## src/rtl/screen_pkg.sv

```systemverilog
// Shared constants for the screen controller: button indices, default
// timing for the button conditioner, and the auto-repeat state encoding.
package screen_pkg;

   localparam int unsigned BTN_LEFT   = 0;
   localparam int unsigned BTN_MIDDLE = 1;
   localparam int unsigned BTN_RIGHT  = 2;

   // Defaults assume a 74.25 MHz pixel clock
   localparam int unsigned DEF_DEBOUNCE_CYCLES = 74_250;      // 1 ms
   localparam int unsigned DEF_HOLD_CYCLES     = 37_125_000;  // 0.5 s
   localparam int unsigned DEF_REPEAT_CYCLES   = 7_425_000;   // 0.1 s

   typedef enum logic [1:0] {
      RPT_IDLE   = 2'd0,
      RPT_HOLD   = 2'd1,
      RPT_REPEAT = 2'd2
   } rpt_state_t;

endpackage

```

## src/rtl/debounce_one.sv

```systemverilog
// One push-button: 2-flop synchroniser, stability counter, debounced
// level and a single-cycle pulse on each debounced rise.
module debounce_one
   import screen_pkg::*;
#(
   parameter int unsigned DEBOUNCE_CYCLES = DEF_DEBOUNCE_CYCLES
)(
   input  logic clk_in,
   input  logic rst_in,
   input  logic raw_in,
   output logic level_out,
   output logic level_next_out,
   output logic rise_out
);

   localparam int unsigned CW = $clog2(DEBOUNCE_CYCLES) + 1;

   logic          sync1_q;
   logic          sync2_q;
   logic [CW-1:0] cnt_q;
   logic [CW-1:0] cnt_d;
   logic          level_d;

   // Count consecutive mismatched cycles; toggle the level once the
   // mismatch has lasted DEBOUNCE_CYCLES and restart on any agreement
   always_comb begin
      cnt_d   = '0;
      level_d = level_out;
      if (sync2_q != level_out) begin
         if (cnt_q == CW'(DEBOUNCE_CYCLES - 1))
            level_d = ~level_out;
         else
            cnt_d = cnt_q + CW'(1);
      end
   end

   // Next level is exported so the owner can act in the same edge the
   // level changes
   assign level_next_out = level_d;

   // Synchroniser, counter, level and rise pulse registers
   always_ff @(posedge clk_in or posedge rst_in) begin
      if (rst_in) begin
         sync1_q   <= 1'b0;
         sync2_q   <= 1'b0;
         cnt_q     <= '0;
         level_out <= 1'b0;
         rise_out  <= 1'b0;
      end else begin
         sync1_q   <= raw_in;
         sync2_q   <= sync1_q;
         cnt_q     <= cnt_d;
         level_out <= level_d;
         rise_out  <= level_d & ~level_out;
      end
   end

endmodule

```

## src/rtl/button_conditioner.sv

```systemverilog
// Debounces the three push-buttons and turns left/right into step pulses
// with hold-to-repeat; middle gives a single click per press.
module button_conditioner
   import screen_pkg::*;
#(
   parameter int unsigned DEBOUNCE_CYCLES = DEF_DEBOUNCE_CYCLES,
   parameter int unsigned HOLD_CYCLES     = DEF_HOLD_CYCLES,
   parameter int unsigned REPEAT_CYCLES   = DEF_REPEAT_CYCLES
)(
   input  logic       clk_in,
   input  logic       rst_in,
   input  logic [2:0] btn_raw_in,
   output logic       left_out,
   output logic       middle_out,
   output logic       right_out,
   output logic       left_step_out,
   output logic       right_step_out,
   output logic       middle_click_out
);

   localparam int unsigned TW = $clog2(HOLD_CYCLES) + 1;

   logic [2:0] lvl;
   logic [2:0] lvl_nxt;
   logic [2:0] rise;

   for (genvar g = 0; g < 3; g++) begin : g_deb
      debounce_one #(
         .DEBOUNCE_CYCLES(DEBOUNCE_CYCLES)
      ) u_deb (
         .clk_in        (clk_in),
         .rst_in        (rst_in),
         .raw_in        (btn_raw_in[g]),
         .level_out     (lvl[g]),
         .level_next_out(lvl_nxt[g]),
         .rise_out      (rise[g])
      );
   end

   // Left/right press pulses come from the repeat FSMs, which fold the
   // press into their own registered step output
   logic unused_rise;
   assign unused_rise = rise[BTN_LEFT] ^ rise[BTN_RIGHT];

   // Repeat side index: 0 = left, 1 = right
   logic [1:0]    s_lvl;
   logic [1:0]    s_nxt;
   logic          both_held;
   rpt_state_t    st_q  [2];
   rpt_state_t    st_d  [2];
   logic [TW-1:0] tmr_q [2];
   logic [TW-1:0] tmr_d [2];
   logic [1:0]    step_q;
   logic [1:0]    step_d;

   assign s_lvl     = {lvl[BTN_RIGHT], lvl[BTN_LEFT]};
   assign s_nxt     = {lvl_nxt[BTN_RIGHT], lvl_nxt[BTN_LEFT]};
   assign both_held = s_nxt[0] & s_nxt[1];

   // Repeat FSMs; transitions use the next debounced level so the press
   // pulse lands on the same edge the level rises
   always_comb begin
      for (int unsigned i = 0; i < 2; i++) begin
         st_d[i]   = st_q[i];
         tmr_d[i]  = '0;
         step_d[i] = 1'b0;
         if (s_lvl[i] & ~s_nxt[i]) begin
            st_d[i] = RPT_IDLE;
         end else if (both_held) begin
            st_d[i]   = RPT_IDLE;
            step_d[i] = s_nxt[i] & ~s_lvl[i];
         end else begin
            case (st_q[i])
               RPT_IDLE: begin
                  if (s_nxt[i] & ~s_lvl[i]) begin
                     st_d[i]   = RPT_HOLD;
                     step_d[i] = 1'b1;
                  end
               end
               RPT_HOLD: begin
                  if (tmr_q[i] == TW'(HOLD_CYCLES - 1)) begin
                     st_d[i]   = RPT_REPEAT;
                     step_d[i] = 1'b1;
                  end else begin
                     tmr_d[i] = tmr_q[i] + TW'(1);
                  end
               end
               RPT_REPEAT: begin
                  if (tmr_q[i] == TW'(REPEAT_CYCLES - 1))
                     step_d[i] = 1'b1;
                  else
                     tmr_d[i] = tmr_q[i] + TW'(1);
               end
               default: st_d[i] = RPT_IDLE;
            endcase
         end
      end
   end

   // FSM state, timers and step pulse registers
   always_ff @(posedge clk_in or posedge rst_in) begin
      if (rst_in) begin
         for (int unsigned i = 0; i < 2; i++) begin
            st_q[i]  <= RPT_IDLE;
            tmr_q[i] <= '0;
         end
         step_q <= '0;
      end else begin
         for (int unsigned i = 0; i < 2; i++) begin
            st_q[i]  <= st_d[i];
            tmr_q[i] <= tmr_d[i];
         end
         step_q <= step_d;
      end
   end

   assign left_out         = lvl[BTN_LEFT];
   assign middle_out       = lvl[BTN_MIDDLE];
   assign right_out        = lvl[BTN_RIGHT];
   assign left_step_out    = step_q[0];
   assign right_step_out   = step_q[1];
   assign middle_click_out = rise[BTN_MIDDLE];

endmodule

```

## config.mk

```make
export PLATFORM = sky130hd
export DESIGN_NAME = button_conditioner
export DESIGN_NICKNAME = d
export VERILOG_FILES = /design/src/rtl/screen_pkg.sv /design/src/rtl/debounce_one.sv /design/src/rtl/button_conditioner.sv
export SDC_FILE = /design/constraint.sdc
export NUM_CORES = 1
export LEC_CHECK = 0
export CORE_UTILIZATION = 35
export CTS_CLUSTER_DIAMETER = 150
export DETAILED_ROUTE_END_ITERATION = 10
export PLACE_DENSITY_LB_ADDON = 0.1
export SYNTH_ARGS = -nofsm -noshare
export SYNTH_HDL_FRONTEND = slang
export SYNTH_HIERARCHICAL = 1
export SYNTH_SLANG_ARGS = --single-unit
```

## constraint.sdc

```tcl
create_clock -name clk_in -period 4.3 [get_ports clk_in]
set_input_delay 0.86 -clock clk_in [delete_from_list [all_inputs] [get_ports clk_in]]
set_output_delay 0.86 -clock clk_in [all_outputs]
set_load 0.02 [all_outputs]
```

==> flow_summary.json, run 1 <==
{
  "status": "finished, final reports clean",
  "power_frac_comb": 0.020,
  "required_ns": 4.55,
  "die_x_um": 140,
  "grt_max_degree": 51,
  "syn_to_final_growth_pct": 13.3,
  "grtUsageTotal": 0.150,
  "slew_violations": 0,
  "rr_worst_depth": 8,
  "drt_pass1_iterations": 4,
  "power.switching_w": 0.000542,
  "setup.worst_path.class": "register to register",
  "place_hpwl_um": 9110,
  "core_um2": 18600,
  "syn_area_per_cell_um2": 9.70,
  "cts_num_sinks": 124,
  "cts_buffers": 17,
  "placementRows": 50,
  "vias": 4818,
  "crit_cells": 8,
  "drt-initial-drc-count": 215,
  "vdd_drop_max_v": 0.000230,
  "routedWlPerCell_um": 14.2,
  "maxCapViolCount": 0,
  "skew_ns": 0.00881,
  "post-route-min-period_ns": 2.82,
  "cp_common_cell": "nand2_1",
  "dp.cells": 913,
  "syn-cell-area_um2": 6650,
  "hp-start": "g_deb[1].u_deb/sync1_q",
  "setup_violations": 0,
  "endpoint_kind": "register",
  "p_seq_frac": 0.438,
  "hold_slack_ns": 0.345,
  "die_area_um2": 19500,
  "clockRootBuffer": "clkbuf_16",
  "max_freq_ghz": 0.355,
  "fp.dieH_um": 140,
  "crit_start": "g_deb[2].u_deb/cnt_q[8]",
  "grt_pass1_wl_um": 23600,
  "cellPowerDensity_nw_per_um2": 361,
  "intPower_w": 0.00217,
  "routed_wl_um": 13400,
  "drcViolationCount": 0,
  "gp_congestion": 0.760,
  "postRouteAntennaNets": 0,
  "r2r-start": "g_deb[2].u_deb/cnt_q[8]",
  "htree_num_levels": 4,
  "critical_path.top_delay_family": "simple AND/OR/NAND/NOR gates",
  "crit_arrival_ns": 3.07,
  "layoutNonFillerInstCount": 943,
  "holdBufCountCts": 0,
  "layout_setup_ws_ns": 1.48,
  "ios": 11,
  "grt_antenna_before_repair": 0,
  "cts_tree": "done",
  "cp_max_fo": 27,
  "diodes": 0,
  "reg2reg_to": "tmr_q[2]",
  "crit_end": "tmr_q[2]",
  "start_kind": "register",
  "syn_inst": 685,
  "drive_gt1_frac": 0.0903,
  "crit_chain": "nor4_1 -> nand2_1 -> nor3_1 -> mux2_2 -> mux2i_1 -> nand2_1 -> a21o_1 -> nor2_1",
  "first_global_vias": 4777,
  "rsz0062_at_grt": "no",
  "crit_buf_inv": 0,
  "dp_slack_ns": 1.46,
  "postCtsSetupBuffers": 0,
  "portBuffers": 10,
  "fin_setup_tns_ns": 0,
  "reg2reg_slack_ns": 1.48,
  "ctsResizeCount": 0,
  "grt_overflow_total": 0,
  "max_stage_delay_ns": 0.67,
  "start_util": 0.357,
  "clockPowerShare": 0.542,
  "synth_nets": 708,
  "finalHoldViolations": 0,
  "cpMaxStageDelayCell": "a21o_1",
  "clk_path_buf_depth": 2,
  "viasPerCell": 5.11,
  "nNetsFinal": 721,
  "clkLatencyLatePin_ns": 0.41,
  "slew_headroom": 0.236,
  "clk_pin_slew_worst_paths_ns": 0.05,
  "switching_share": 0.200,
  "hold_class": "register to register",
  "fill_cells": 1851,
  "power.leakage_nw": 3.03,
  "worstMarginPinSlew_ns": 1.14,
  "period_share": 0.656,
  "yosys_warnings": 6
}
==> flip-flops by register name (all words and copies together) (netlist names) <==
name                   count
g_deb.u_deb/cnt_q         54
g_deb.u_deb/level_out      3
g_deb.u_deb/rise_out       1
g_deb.u_deb/sync1_q        3
g_deb.u_deb/sync2_q        3
st_q                       4
step_q                     2
tmr_q                     54
==> layout make-up <==
class                      instances  area (µm²)  area share
clock buffer                      24         502      0.0666
inverter                          36         135      0.0179
timing repair buffer              11         108      0.0143
sequential                       124        3100       0.412
multi-input combinational        508        3280       0.436
clock inverter                     6         109      0.0145
tap                              234         293      0.0389
==> worst min path at each step <==
stage	to	depth (start not counted)
global placement	g_deb[1].u_deb/sync2_q	0
global route	g_deb[0].u_deb/sync2_q	0
finish	g_deb[1].u_deb/sync2_q	0
floorplan	g_deb[0].u_deb/sync2_q	0
detailed placement	g_deb[1].u_deb/sync2_q	0
CTS	g_deb[1].u_deb/sync2_q	0
==> power groups by stage <==
stage | combinational, W | clock [W] | sequential [W]
2_1_floorplan | 0.0000449 | 0 | 0.00120
5_1_grt | 0.0000660 | 0.00158 | 0.00119
4_1_cts | 0.0000582 | 0.00152 | 0.00119
3_3_place_gp | 0.0000568 | 0 | 0.00121
6_report | 0.0000543 | 0.00147 | 0.00119
3_5_place_dp | 0.0000579 | 0 | 0.00121
==> through the flow <==
| step | utilization | total power (W) | cell area [µm²] |
|---|---|---|---|
| finish | 0.404 | 0.00272 | 7530 |
| global route | 0.404 | 0.00283 | 7530 |
| CTS | 0.404 | 0.00277 | 7530 |
| detailed placement | 0.371 | 0.00127 | 6920 |
| global placement | 0.371 | 0.00127 | 6920 |
| floorplan | - | 0.00125 | 6650 |
==> cell usage in the layout (no fill, tap or decap), types with 5 or more instances in the layout <==
cell               n
ha_1              18
clkdlybuf4s50_1   10
o21ai_0            8
xnor2_1           59
dfrtp_1          124
nand2_1           35
nand3_1           43
inv_1             35
clkbuf_8           5
clkbuf_16         17
a21oi_1            7
nor4_1            19
nor3_1            30
nand4_2            6
and4bb_2           6
xor2_1            38
nor2_1           133
and3_1            13
nand4_1           35
==> metal layers <==
layer / up-vias / GRT usage / part of all wire
met5: - / 0 / 0
met4: 0 / 0.0521 / 0.011
met3: 10 / 0.0334 / 0.033
met2: 49 / 0.229 / 0.45
met1: 2373 / 0.208 / 0.50
li1: 2386 / - / -
Note: power is estimated with default switching activity, not from simulation.
==> run 2: changes to the inputs <==
==> constraint.sdc (replaced) <==
create_clock -name clk_in -period 2.6 [get_ports clk_in]
set_input_delay 0.52 -clock clk_in [delete_from_list [all_inputs] [get_ports clk_in]]
set_output_delay 0.52 -clock clk_in [all_outputs]
set_load 0.02 [all_outputs]
==> flow_summary.json, run 2 (synthesized netlist as in run 1, its figures left out) <==
{
  "status": "finished, final reports clean",
  "required_ns": 2.94,
  "final_common_cell": "nor2_1",
  "worstMarginPinSlew_ns": 0.736,
  "final_core_util": 0.413,
  "setup.worst_path.class": "register to register",
  "power.leakage_nw": 3.13,
  "post-route-min-period_ns": 2.39,
  "wl_met3_um": 384,
  "die_x_um": 140,
  "fill_cells": 1813,
  "fin_area_um2": 7690,
  "setup_violations": 0,
  "max_freq_ghz": 0.419,
  "drive_gt1_frac": 0.112,
  "viasPerCell": 5.08,
  "clkLatencyLatePin_ns": 0.41,
  "cts_num_sinks": 124,
  "grt_max_degree": 61,
  "postRouteAntennaNets": 0,
  "syn_to_final_growth_pct": 15.7,
  "clockRootBuffer": "clkbuf_16",
  "crit_arrival_ns": 2.73,
  "endpoint_kind": "register",
  "mostFrequentLayoutCells": "nor2_1 (133), dfrtp_1 (124), xnor2_1 (59), nand3_1 (43), xor2_1 (38)",
  "drcViolationCount": 0,
  "hold_class": "register to register",
  "hold_slack_ns": 0.347,
  "core_um2": 18600,
  "wl_met2_um": 6190,
  "first_global_vias": 4768,
  "cts_buffers": 17,
  "diodes": 0,
  "cp_max_fo": 27,
  "slew_headroom": 0.509,
  "grtUsageTotal": 0.151,
  "cellPowerDensity_nw_per_um2": 584,
  "place_hpwl_um": 9410,
  "routedWlPerCell_um": 14.2,
  "finalHoldViolations": 0,
  "drt_pass1_iterations": 5,
  "cts_tree": "done",
  "start_util": 0.357,
  "htree_num_levels": 4,
  "vias": 4868,
  "routed.top_layer": "met4",
  "nNetsFinal": 737,
  "ios": 11,
  "routed_wl_um": 13600,
  "power_w": 0.00449,
  "portBuffers": 10,
  "skew_ns": 0.0103,
  "period_share": 0.918,
  "maxCapViolCount": 0,
  "gp_congestion": 0.773,
  "grt_pass1_wl_um": 23500,
  "fin_setup_tns_ns": 0,
  "slew_violations": 0,
  "clk_path_buf_depth": 2,
  "reg2reg_slack_ns": 0.21,
  "placed_area_um2": 7080,
  "grt_overflow_total": 0,
  "clk_pin_slew_worst_paths_ns": 0.05,
  "grt_antenna_before_repair": 0,
  "placementRows": 50,
  "die_area_um2": 19500,
  "wirelength_met1_um": 6930,
  "holdBufCountCts": 0,
  "vdd_drop_max_v": 0.000344,
  "start_kind": "register",
  "drt-initial-drc-count": 274,
  "reg_top3": "g_deb.u_deb/cnt_q (54), tmr_q (54), st_q (4)",
  "fp.dieH_um": 140
}
-- run 2: cell types whose count changed in the layout (fill, tap and decap cells not counted), sizes merged --
cell      before  now
clkbuf        24   23
clkinvlp       0    1
buf            1   17
-- run 2: where the power goes --
part | internal, W | total (W) | switching (W)
clock | 0.00159 | 0.00242 | 0.000829
sequential | 0.00195 | 0.00196 | 0.0000160
combinational | 0.0000339 | 0.000108 | 0.0000740
-- run 2: critical path, cell delays in order (launching register included) --
cell     delay (ns)
dfrtp_1        0.43
nor4_1         0.29
nand2_1        0.15
nor3_1         0.22
mux2_2         0.45
mux2i_1        0.23
nand2_1        0.09
a21o_1         0.18
buf_12         0.16
nor2_1         0.11
-- run 2: worst paths after layout --
path,startpoint,endpoint,depth (start not counted)
setup reg to reg,g_deb[2].u_deb/cnt_q[11],tmr_q[30],9
min in group asynchronous,rst_in,g_deb[0].u_deb/cnt_q[13],2
hold / removal,g_deb[1].u_deb/sync1_q,g_deb[1].u_deb/sync2_q,0
hold reg to reg,g_deb[1].u_deb/sync1_q,g_deb[1].u_deb/sync2_q,0
setup / recovery,g_deb[2].u_deb/cnt_q[11],tmr_q[30],9
max in group asynchronous,rst_in,g_deb[0].u_deb/cnt_q[7],3
-- run 2: per-layer routing --
metal  up-vias  track usage
met3         9       0.0427
li1       2423            -
met2        59        0.233
met1      2377        0.204
met5         -            0
met4         0       0.0480
-- run 2: what timing repair did --
item	4_1_cts	5_1_grt
setup endpoints to repair	0	27
buffers inserted	0	0
resized for setup	0	3
-- run 2: per-stage QoR --
stage / worst slack, ns / std cells
CTS: 0.0916 / 959
finish: 0.213 / 959
global placement: 0.154 / 929
detailed placement: 0.124 / 929
global route: -0.000209 / 959
floorplan: 0.256 / 685
-- run 2: final cells by class --
type	count	area, µm²	area share
Inverter	36	135	0.0176
Sequential cell	124	3100	0.403
Clock inverter	7	113	0.0146
Multi-Input combinational cell	508	3300	0.429
Tap cell	234	293	0.0381
Timing Repair Buffer	27	265	0.0345
Clock buffer	23	488	0.0634
==> run 3: changes to the inputs <==
--- a/config.mk
+++ b/config.mk
@@ -9,6 +9,7 @@
 export CTS_CLUSTER_DIAMETER = 150
 export DETAILED_ROUTE_END_ITERATION = 10
 export PLACE_DENSITY_LB_ADDON = 0.1
+export SLEW_MARGIN = 20
 export SYNTH_ARGS = -nofsm -noshare
 export SYNTH_HDL_FRONTEND = slang
 export SYNTH_HIERARCHICAL = 1
==> results of run 3 <==
Final layout, timing and power as in run 2 (identical DEF).
